`src/rtl/sobel_window_core.sv`:
```
// Streaming 3x3 Sobel stage: RGB column taps -> luma window -> saturated |Gx|+|Gy|.
// Three-stage pipeline (window shift, gradients, magnitude) with valid/coords riding alongside.
module sobel_window_core #(
  parameter int unsigned WIDTH      = 100,
  parameter int unsigned HEIGHT     = 100,
  parameter int unsigned DATA_WIDTH = 24
) (
  input  logic                       clk,
  input  logic                       rst,
  input  logic                       in_valid,
  input  logic [DATA_WIDTH-1:0]      row0,
  input  logic [DATA_WIDTH-1:0]      row1,
  input  logic [DATA_WIDTH-1:0]      row2,
  output logic                       out_valid,
  output logic [7:0]                 out_pixel,
  output logic [$clog2(WIDTH)-1:0]   out_x,
  output logic [$clog2(HEIGHT)-1:0]  out_y,
  output logic                       frame_done
);

  localparam int unsigned XW = $clog2(WIDTH);
  localparam int unsigned YW = $clog2(HEIGHT);

  localparam logic [XW-1:0] XLast = XW'(WIDTH - 1);
  localparam logic [YW-1:0] YLast = YW'(HEIGHT - 1);
  localparam logic [XW-1:0] XCtrLast = XW'(WIDTH - 2);
  localparam logic [YW-1:0] YCtrLast = YW'(HEIGHT - 2);

  function automatic logic [7:0] luma(input logic [DATA_WIDTH-1:0] px);
    logic [9:0] s;
    s = {2'b00, px[23:16]} + {1'b0, px[15:8], 1'b0} + {2'b00, px[7:0]};
    return s[9:2];
  endfunction

  function automatic logic [10:0] abs11(input logic signed [10:0] v);
    return v[10] ? 11'(-v) : 11'(v);
  endfunction

  // win_q[r][c]: r=0 is the top (oldest) row, c=0 the oldest column
  logic [7:0]    win_q [3][3];
  logic [XW-1:0] col_q;
  logic [YW-1:0] row_q;

  logic          s1_valid_q;
  logic [XW-1:0] s1_x_q;
  logic [YW-1:0] s1_y_q;

  logic                 s2_valid_q;
  logic [XW-1:0]        s2_x_q;
  logic [YW-1:0]        s2_y_q;
  logic signed [10:0]   gx_q, gy_q;

  logic [9:0]         gx_p, gx_n, gy_p, gy_n;
  logic signed [10:0] gx_d, gy_d;
  logic [11:0]        mag;

  // S1: counters, window shift and the valid/centre tag for the new window
  always_ff @(posedge clk) begin
    if (rst) begin
      col_q      <= '0;
      row_q      <= '0;
      s1_valid_q <= 1'b0;
      s1_x_q     <= '0;
      s1_y_q     <= '0;
      for (int r = 0; r < 3; r++) begin
        for (int c = 0; c < 3; c++) begin
          win_q[r][c] <= '0;
        end
      end
    end else begin
      s1_valid_q <= in_valid && (col_q >= XW'(2)) && (row_q >= YW'(2));
      if (in_valid) begin
        s1_x_q <= col_q - XW'(1);
        s1_y_q <= row_q - YW'(1);
        for (int r = 0; r < 3; r++) begin
          win_q[r][0] <= win_q[r][1];
          win_q[r][1] <= win_q[r][2];
        end
        win_q[0][2] <= luma(row2);
        win_q[1][2] <= luma(row1);
        win_q[2][2] <= luma(row0);
        if (col_q == XLast) begin
          col_q <= '0;
          row_q <= (row_q == YLast) ? '0 : row_q + YW'(1);
        end else begin
          col_q <= col_q + XW'(1);
        end
      end
    end
  end

  always_comb begin
    gx_p = {2'b00, win_q[0][2]} + {1'b0, win_q[1][2], 1'b0} + {2'b00, win_q[2][2]};
    gx_n = {2'b00, win_q[0][0]} + {1'b0, win_q[1][0], 1'b0} + {2'b00, win_q[2][0]};
    gy_p = {2'b00, win_q[2][0]} + {1'b0, win_q[2][1], 1'b0} + {2'b00, win_q[2][2]};
    gy_n = {2'b00, win_q[0][0]} + {1'b0, win_q[0][1], 1'b0} + {2'b00, win_q[0][2]};
    gx_d = $signed({1'b0, gx_p}) - $signed({1'b0, gx_n});
    gy_d = $signed({1'b0, gy_p}) - $signed({1'b0, gy_n});
  end

  // S2: gradient registers
  always_ff @(posedge clk) begin
    if (rst) begin
      s2_valid_q <= 1'b0;
      s2_x_q     <= '0;
      s2_y_q     <= '0;
      gx_q       <= '0;
      gy_q       <= '0;
    end else begin
      s2_valid_q <= s1_valid_q;
      if (s1_valid_q) begin
        s2_x_q <= s1_x_q;
        s2_y_q <= s1_y_q;
        gx_q   <= gx_d;
        gy_q   <= gy_d;
      end
    end
  end

  always_comb begin
    mag = {1'b0, abs11(gx_q)} + {1'b0, abs11(gy_q)};
  end

  // S3: magnitude, saturation and output registers; data holds while idle
  always_ff @(posedge clk) begin
    if (rst) begin
      out_valid  <= 1'b0;
      out_pixel  <= '0;
      out_x      <= '0;
      out_y      <= '0;
      frame_done <= 1'b0;
    end else begin
      out_valid  <= s2_valid_q;
      frame_done <= s2_valid_q && (s2_x_q == XCtrLast) && (s2_y_q == YCtrLast);
      if (s2_valid_q) begin
        out_pixel <= (mag > 12'd255) ? 8'hFF : mag[7:0];
        out_x     <= s2_x_q;
        out_y     <= s2_y_q;
      end
    end
  end

endmodule

```
`config.mk`:
```
export PLATFORM = sky130hd
export DESIGN_NAME = sobel_window_core
export DESIGN_NICKNAME = d
export VERILOG_FILES = /design/src/rtl/sobel_window_core.sv
export SDC_FILE = /design/constraint.sdc
export NUM_CORES = 1
export LEC_CHECK = 0
export ABC_AREA = 0
export CELL_PAD_IN_SITES_DETAIL_PLACEMENT = 0
export CELL_PAD_IN_SITES_GLOBAL_PLACEMENT = 2
export CORE_MARGIN = 2
export CORE_UTILIZATION = 38
export DETAILED_ROUTE_END_ITERATION = 10
export GPL_ROUTABILITY_DRIVEN = 0
export PLACE_DENSITY = 0.91
export SKIP_CTS_REPAIR_TIMING = 1
export SYNTH_ARGS = -nofsm -noshare
export SYNTH_HDL_FRONTEND = slang
export SYNTH_SLANG_ARGS = --single-unit
```
`constraint.sdc`:
```
create_clock -name clk -period 4.5 [get_ports clk]
set_input_delay 0.9 -clock clk [delete_from_list [all_inputs] [get_ports clk]]
set_output_delay 0.9 -clock clk [all_outputs]
set_load 0.01 [all_outputs]
```
; After elaboration in Yosys (flattened, before gate mapping)
; Memory sizes are Yosys's and may differ from the RTL's.
; Index checks and enable logic that the tools add are counted.
[word_totals]
register_bits = 90
mem_bits_rw = 72
in_bits = 75
output_inout_bits = 24
word_cells = 79
memories = 1
[memory_table]
columns = name, words, word_bits, rd, rd_ports_with_merged_regs, wr, line_no
row1 = win_q, 3, 24, 3, 0, 3, 40  ; logic [7:0] win_q [3][3];
[classes]
n_addsub = 23
n_lt_le_gt_ge = 3
eq_ne = 4
muxes = 19
n_bitwise = 9
n_reduce_logical = 5
[op_table]
columns = cell, count
row1 = $mux W8, 10
row2 = $add A10 B8 Y10, 7
row3 = $add A8 B9 Y10, 7
row4 = $eq A7 B7 Y1 const B, 4
row5 = $mux W11, 2
row6 = $neg A11 Y11, 2
row7 = $sub A10 B10 Y11, 2
row8 = $add A7 B1 Y7 const B, 2
row9 = $ge A7 B2 Y1 const B, 2
row10 = $mux W7, 2
row11 = $sub A7 B1 Y7 const B, 2
row12 = $add A11 B11 Y12, 1
row13 = $gt A12 B8 Y1 const B, 1
row14 = $or A1 B1 Y1, 9
row15 = $mux W1, 5
row16 = $logic_and A1 B1 Y1, 4
row17 = $reduce_and A2 Y1, 1

; Longest topological paths before layout
; Gate-level depths: netlist of run 1.
[depth]
ltp_word = 5
depth_mapped = 15
mapped_depth_nobuf = 15

; Worst setup path before layout of run 1
; No wires, ideal clock.
[synth_path]
path_kind = reg-to-reg
startpoint = memory win_q[0][2] (netlist name)
endpoint = register gy_q[8]
setup_time_ns = 0.122
arrival_time_ns = 3.331
t_required_ns = 4.378
slack_ns = 1.047
stages_incl_launch_ff = 12
n_path_buf = 0
synth_period_minus_slack_ns = 3.453
path_cell_list = edfxtp_1 -> inv_1 -> fa_1 -> fa_1 -> fa_1 -> ha_1 -> a21o_1 -> a21oi_1 -> o21ai_1 -> o41ai_2 -> nor4_1 -> a311o_1
[synth_rtl]
columns = item, line_no
row1 = "start, declared", 40
row2 = "end signal, assigned", 115  ; gy_q <= gy_d;
row3 = "end, declared", 51  ; logic signed [10:0] gx_q, gy_q;

==> qor.csv, run 1 <==
stage;metric;value;unit
detailed_routing;firstDrtPassIters;5;
timing;fin_skew;11.6;ps
synthesis;ys_seq_elements;162;
place;place_hpwl;15400;µm
clocking;clockBufferDepth;2;
detailed_routing;wl_per_cell;13.9;µm
layout;stdcell_area;12300;µm²
synthesis;async_reset_ff_frac;0;
synthesis;synth_warnings;0;
detailed_routing;route.detailed.drc;0;
clocking;clock_sinks;162;
detailed_routing;postRouteAntennaNets;0;
timing;period_share;0.815;
power_and_ir_drop;leakage;0.00487;µW
power_and_ir_drop;ir_drop;0.000406;V
power_and_ir_drop;p_total;5460;µW
run_status;status;completed;
detailed_routing;viasPerCell;4.90;
layout;area_growth;18.8;%
clocking;clk_pin_slew;70;ps
floorplan;fp.dieArea;28500;µm²
timing;tightest_slew;728;ps
synthesis;synth_area_per_cell;10.7;µm²
job;maxCapViolations;0;
floorplan;core-area;26800;µm²
timing;max_freq;0.273;GHz
clocking;htree_levels;4;
worst_setup_path;worstPathArrival;3980;ps
clocking;cts-root-buf;clkbuf_16;
place;numPortBuffers;98;
layout;drive_above_1_share;0.0541;
layout;layout_common_cells;118 x nor2_1, 97 x clkdlybuf4s50_1, 93 x inv_1;
clocking;cts_made_buffers;17;
floorplan;die_h;169;µm
detailed_routing;drt-met1-wl;9560;µm
layout;instances_no_fill;1413;
worst_setup_path;crit_type;reg -> reg;
worst_setup_path;crit_chain;inv_1 -> fa_1 -> fa_1 -> fa_1 -> ha_1 -> a21o_1 -> a21oi_1 -> o21ai_1 -> o41ai_2 -> nor4_1 -> a311o_1;
clocking;tritoncts;done;
layout;antenna_cells;0;
synthesis;yosysSeqAreaShare;0.384;
timing;setup_tns;0;ps
floorplan;die_w;169;µm
worst_setup_path;crit_path_end_kind;register;
global_routing;grt_pass1_vias;6926;
global_routing;grt_max_degree;53;
synthesis;synth_area;10300;µm²
hold_path;hp-class;reg -> reg;
worst_setup_path;crit_slowest_cell;fa_1;
synthesis;synthAdderAreaFrac;0.246;
global_routing;overflow;0;
synthesis;synth_top_family_by_area;adder cells;
floorplan;row_count;60;
clocking;clock_latency;430;ps
synthesis;syn_inst;967;
synthesis;synth_cell_type_count;61;
timing;rsz0062_at_grt;false;
detailed_routing;wl;19700;µm
detailed_routing;drt_iter0_markers;429;
global_routing;grt_pass1_wl;33600;µm
timing;finalSetupViolations;0;
power_and_ir_drop;p_per_area;445;nW/µm²
timing;drv_slew;0;
synthesis;synth_xor_area_frac;0.0526;
worst_setup_path;worst_ep_required_time;4810;ps
timing;maxSlewHeadroom;0.514;
floorplan;initial_utilization;0.385;
layout;layout_commonest_cell;nor2_1;
worst_setup_path;max_stage_delay;510;ps
floorplan;num_io_pins;99;
detailed_routing;met2WireLength;9340;µm
synthesis;syn-num-nets;1193;
detailed_routing;top_layer;met4;
global_routing;grt_util_all_layers;0.146;
worst_setup_path;cp_max_fo;3;
synthesis;synth-edff-count;72;
synthesis;synth_flop_cell;dfxtp_1;
worst_setup_path;crit_top_cell;fa_1;
synthesis;synth_simple_gate_area_share;0.140;
detailed_routing;wl_met3;635;µm
detailed_routing;vias;6930;
synthesis;synthMuxAreaShare;0.0407;
place;place_area;11700;µm²
layout;fin_nets;1285;
global_routing;antenna_found_initial;0;
timing;hold_violations;0;
place;numPlacedInstances;1381;
synthesis;synth_compound_area_frac;0.0889;
worst_setup_path;start_kind;register;
timing;min_period;3670;ps
## layout make-up
class                           count  area [µm²]
Sequential cell                   162        3970
Timing Repair Buffer              107        1040
Multi-Input combinational cell    676        5870
Clock buffer                       18         439
Tap cell                          341         427
Fill cell                        2468       14500
Inverter                           95         357
Clock inverter                     14         156
## cell usage after synthesis, types with 4 or more instances
| master | instances | area [µm²] |
|---|---|---|
| a21oi_1 | 25 | 125 |
| or3_1 | 11 | 68.8 |
| xnor2_1 | 33 | 289 |
| buf_1 | 4 | 15.0 |
| nor4b_1 | 4 | 35.0 |
| nand2b_1 | 8 | 50.1 |
| fa_1 | 87 | 1740 |
| dfxtp_1 | 90 | 1800 |
| mux2i_1 | 42 | 420 |
| nand2_1 | 44 | 165 |
| edfxtp_1 | 72 | 2160 |
| and3_1 | 6 | 37.5 |
| inv_1 | 94 | 353 |
| nor3_1 | 21 | 105 |
| buf_2 | 5 | 25.0 |
| o21ai_0 | 26 | 130 |
| a311oi_1 | 9 | 78.8 |
| o22ai_1 | 6 | 37.5 |
| a21o_1 | 8 | 60.1 |
| o41ai_1 | 4 | 35.0 |
| nand3_1 | 8 | 40.0 |
| o21a_1 | 5 | 37.5 |
| o31ai_1 | 4 | 30.0 |
| and2_1 | 36 | 225 |
| clkbuf_1 | 25 | 93.8 |
| nand4_1 | 6 | 37.5 |
| a211oi_1 | 19 | 143 |
| xor2_1 | 29 | 254 |
| nor2_1 | 118 | 443 |
| ha_1 | 64 | 801 |
| nor2b_1 | 12 | 75.1 |
## report_power, final
| part | internal (µW) | switching, µW |
|---|---|---|
| logic | 1050 | 1270 |
| registers | 1620 | 59.1 |
| clock network | 765 | 694 |
| total | 3440 | 2020 |
## stage by stage
| step | utilization | worst slack (ps) | hold WS (ps) |
|---|---|---|---|
| detailed placement | 0.435 | 857 | 444 |
| finish | 0.457 | 833 | 455 |
| floorplan | - | 1050 | 425 |
| CTS | 0.457 | 833 | 461 |
| global route | 0.457 | 613 | 517 |
| global placement | 0.435 | 920 | 438 |
## cell families after synthesis
kind of cell,count (synthesis)
AND/OR/NAND/NOR,292
buffers and inverters,129
multiplexers,42
XOR/XNOR,62
adder cells (fa/ha/maj),151
AO/OA/AOI/OAI,129
flip-flops,162
## worst paths after layout
| kind | from | to | slack, ps | depth (start not counted) |
|---|---|---|---|---|
| max | win_q[0][2] | gy_q[8] | 830 | 11 |
| max reg2reg | win_q[0][2] | gy_q[8] | 830 | 11 |
| min | s1_y_q[5] | s1_y_q[5] | 460 | 2 |
| min reg2reg | s1_y_q[5] | s1_y_q[5] | 460 | 2 |
## critical path: cells and delay by family, from the launching register on
kind	cells	cell delay, ps
adders and majority gates	4	1840
buffers and inverters	1	90
DFF	1	390
and+or+nand+nor	1	80
AOI/OAI and AO/OA	5	1160
## registers in the layout, indices dropped and copies added (netlist names), 8 cells and up
register and cells:
gx_q 11, gy_q 11, out_pixel 8, win_q 72
## routing by layer
layer	vias to the layer above	global-route usage
li1	3484	-
met1	3300	0.194
met2	135	0.247
met3	11	0.0243
met4	0	0.0382
met5	-	0
Note: power is estimated with default switching activity, not from simulation.
==> run 2: changes to the inputs <==
CORE_UTILIZATION = 35   (was 38)
PLACE_DENSITY = 0.89   (was 0.91)
clock period = 3.15 ns   (was 4.5 ns; I/O delays follow)
==> run 2 against run 1 <==
Effect of this change: the run now ends with negative setup slack left; maximum frequency is 6.6% higher; setup slack lost 1100 ps; clock power is 45% higher; die area up 8.4%; design area rose by 7.0%; combinational power grew 90%; via count is 2.2% higher; count of clock-buffer cells in the layout shrank 1; register-to-register slack got worse by 1100 ps; routed wire length is 3.1% higher; critical path type unchanged; critical endpoint unchanged.
==> qor.csv, run 2 (synthesis results as in run 1) <==
stage;metric;value;unit;change
run_status;status;finished, violations left;;was completed
run_status;violations;negative setup slack;;
layout;fin_nets;1352;;was 1,285
global_routing;grt_util_all_layers;0.138;;was 0.146
power_and_ir_drop;p_per_area;679;nW/µm²;was 445 nW/µm²
layout;layout_common_cells;118 x nor2_1, 97 x clkdlybuf4s50_1, 88 x inv_1, 88 x dfxtp_1, 84 x fa_1;;was 118 x nor2_1, 97 x clkdlybuf4s50_1, 93 x inv_1
layout;largestRegisters;win_q (72), gx_q (11), gy_q (11);;unchanged
job;maxCapViolations;0;;unchanged
floorplan;row_count;62;;was 60
place;numPortBuffers;98;;unchanged
detailed_routing;wl;20300;µm;was 19,700 µm
worst_setup_path;start_kind;register;;unchanged
clocking;tritoncts;done;;unchanged
global_routing;overflow;0;;unchanged
layout;layout_commonest_cell;nor2_1;;unchanged
hold_path;hp-start;out_pixel[5];;was s1_y_q[5]
timing;max_freq;0.291;GHz;was 0.273 GHz
timing;period_share;1.09;;was 0.815
worst_setup_path;cp_max_fo;3;;unchanged
timing;rsz0062_at_grt;true;;was false
timing;tightest_slew;547;ps;was 728 ps
detailed_routing;route.detailed.drc;0;;unchanged
detailed_routing;firstDrtPassIters;4;;was 5
clocking;clk_pin_slew;70;ps;about the same
layout;fillers;2718;;was 2,468
layout;instances_no_fill;1523;;was 1,413
timing;fin_skew;8.73;ps;was 11.6 ps
worst_setup_path;crit_type;reg -> reg;;unchanged
clocking;clock_latency;430;ps;about the same
timing;fin_ws;-290;ps;was 833 ps
floorplan;die_h;176;µm;was 169 µm
place;place_hpwl;15700;µm;was 15,400 µm
clocking;cts-root-buf;clkbuf_16;;unchanged
layout;final_util;0.455;;was 0.457
global_routing;grt_max_degree;73;;was 53
place;dp_slack;-379;ps;was 857 ps
global_routing;grt_pass1_vias;7267;;was 6,926
global_routing;antenna_found_initial;0;;unchanged
worst_setup_path;crit_path_end_kind;register;;unchanged
detailed_routing;postRouteAntennaNets;0;;unchanged
floorplan;initial_utilization;0.358;;was 0.385
global_routing;grt_pass1_wl;34600;µm;was 33,600 µm
timing;hold_violations;0;;unchanged
clocking;clock_sinks;162;;unchanged
timing;min_period;3440;ps;was 3670 ps
place;numPlacedInstances;1486;;was 1,381
hold_path;hp-class;reg -> reg;;unchanged
clocking;htree_levels;4;;unchanged
timing;maxSlewHeadroom;0.636;;was 0.514
place;place_area;12300;µm²;was 11,700 µm²
detailed_routing;vias;7082;;was 6,930
timing;finalSetupViolations;13;;was 0
floorplan;die_w;176;µm;was 169 µm
layout;drive_above_1_share;0.144;;was 0.0541
power_and_ir_drop;ir_drop;0.000505;V;was 0.000406 V
timing;drv_slew;0;;unchanged
clocking;cts_made_buffers;17;;unchanged
clocking;clockBufferDepth;2;;unchanged
worst_setup_path;worst_ep_required_time;3460;ps;was 4810 ps
detailed_routing;drt_iter0_markers;414;;was 429
worst_setup_path;crit_path_start;win_q[0][57];;was win_q[0][2]
layout;antenna_cells;0;;unchanged
timing;setup_tns;-2300;ps;was 0 ps
layout;largest_reg_flops;72;;unchanged
worst_setup_path;worstPathArrival;3750;ps;was 3980 ps
layout;stdcell_area;13100;µm²;was 12,300 µm²
detailed_routing;viasPerCell;4.65;;was 4.90
power_and_ir_drop;leakage;0.00526;µW;was 0.00487 µW
layout;largest-register;win_q;;unchanged
worst_setup_path;reg2reg_from;win_q[0][57];;was win_q[0][2]
detailed_routing;wl_per_cell;13.3;µm;was 13.9 µm
floorplan;num_io_pins;99;;unchanged
floorplan;core-area;28900;µm²;was 26,800 µm²
floorplan;fp.dieArea;30900;µm²;was 28,500 µm²
layout;area_growth;27.1;%;was 18.8%
## run 2: changes by cell type in the layout (fill, tap and decap cells not counted), sizes merged
cell,before,now
buf,10,77
inv,104,103
clkbuf,18,17
clkinvlp,1,0
clkinv,4,7
## run 2: final timing paths
path                                endpoint  slack, ps  cells after the start
worst max register to register       gy_q[8]       -290                     10
worst min register to register  out_pixel[5]        480                      2
worst min-delay path            out_pixel[5]        480                      2
worst max-delay path                 gy_q[8]       -290                     10
## run 2: power by group
group          switching (µW)  total [µW]  internal (µW)
clock network            1030        2120           1100
logic                    2090        4400           2300
registers                73.8        2390           2310
total                    3190        8910           5710
## run 2: layout make-up
class                      instances  area, µm²  area share
clock buffer                      17        425      0.0324
clock inverter                    15        196      0.0150
inverter                          95        357      0.0272
tap                              384        480      0.0366
sequential                       162       3970       0.302
timing repair buffer             174       1580       0.120
multi-input combinational        676       6110       0.466
## run 2: routing by layer
metal,share of wire,global-route usage,routed length (µm),vias up
met5,0,0,0,-
met4,0.0068,0.0320,139,0
met3,0.031,0.0255,633,10
met2,0.47,0.226,9520,126
met1,0.49,0.191,10000,3330
li1,-,-,-,3616
## run 2: worst max-delay path: stages, from the launching register on
cell and delay, ps:
edfxtp_1 410, fa_1 580, fa_1 450, fa_1 570, ha_1 230, a21o_1 190
a21oi_2 160, o21ai_2 100, o41ai_4 280, nor4_1 80, a311o_1 280
## run 2: metrics by stage
| stage | total power [µW] | hold WS [ps] |
|---|---|---|
| floorplan | 5070 | 425 |
| global placement | 6490 | 470 |
| detailed placement | 6510 | 473 |
| CTS | 8670 | 485 |
| global route | 9610 | 503 |
| finish | 8910 | 482 |
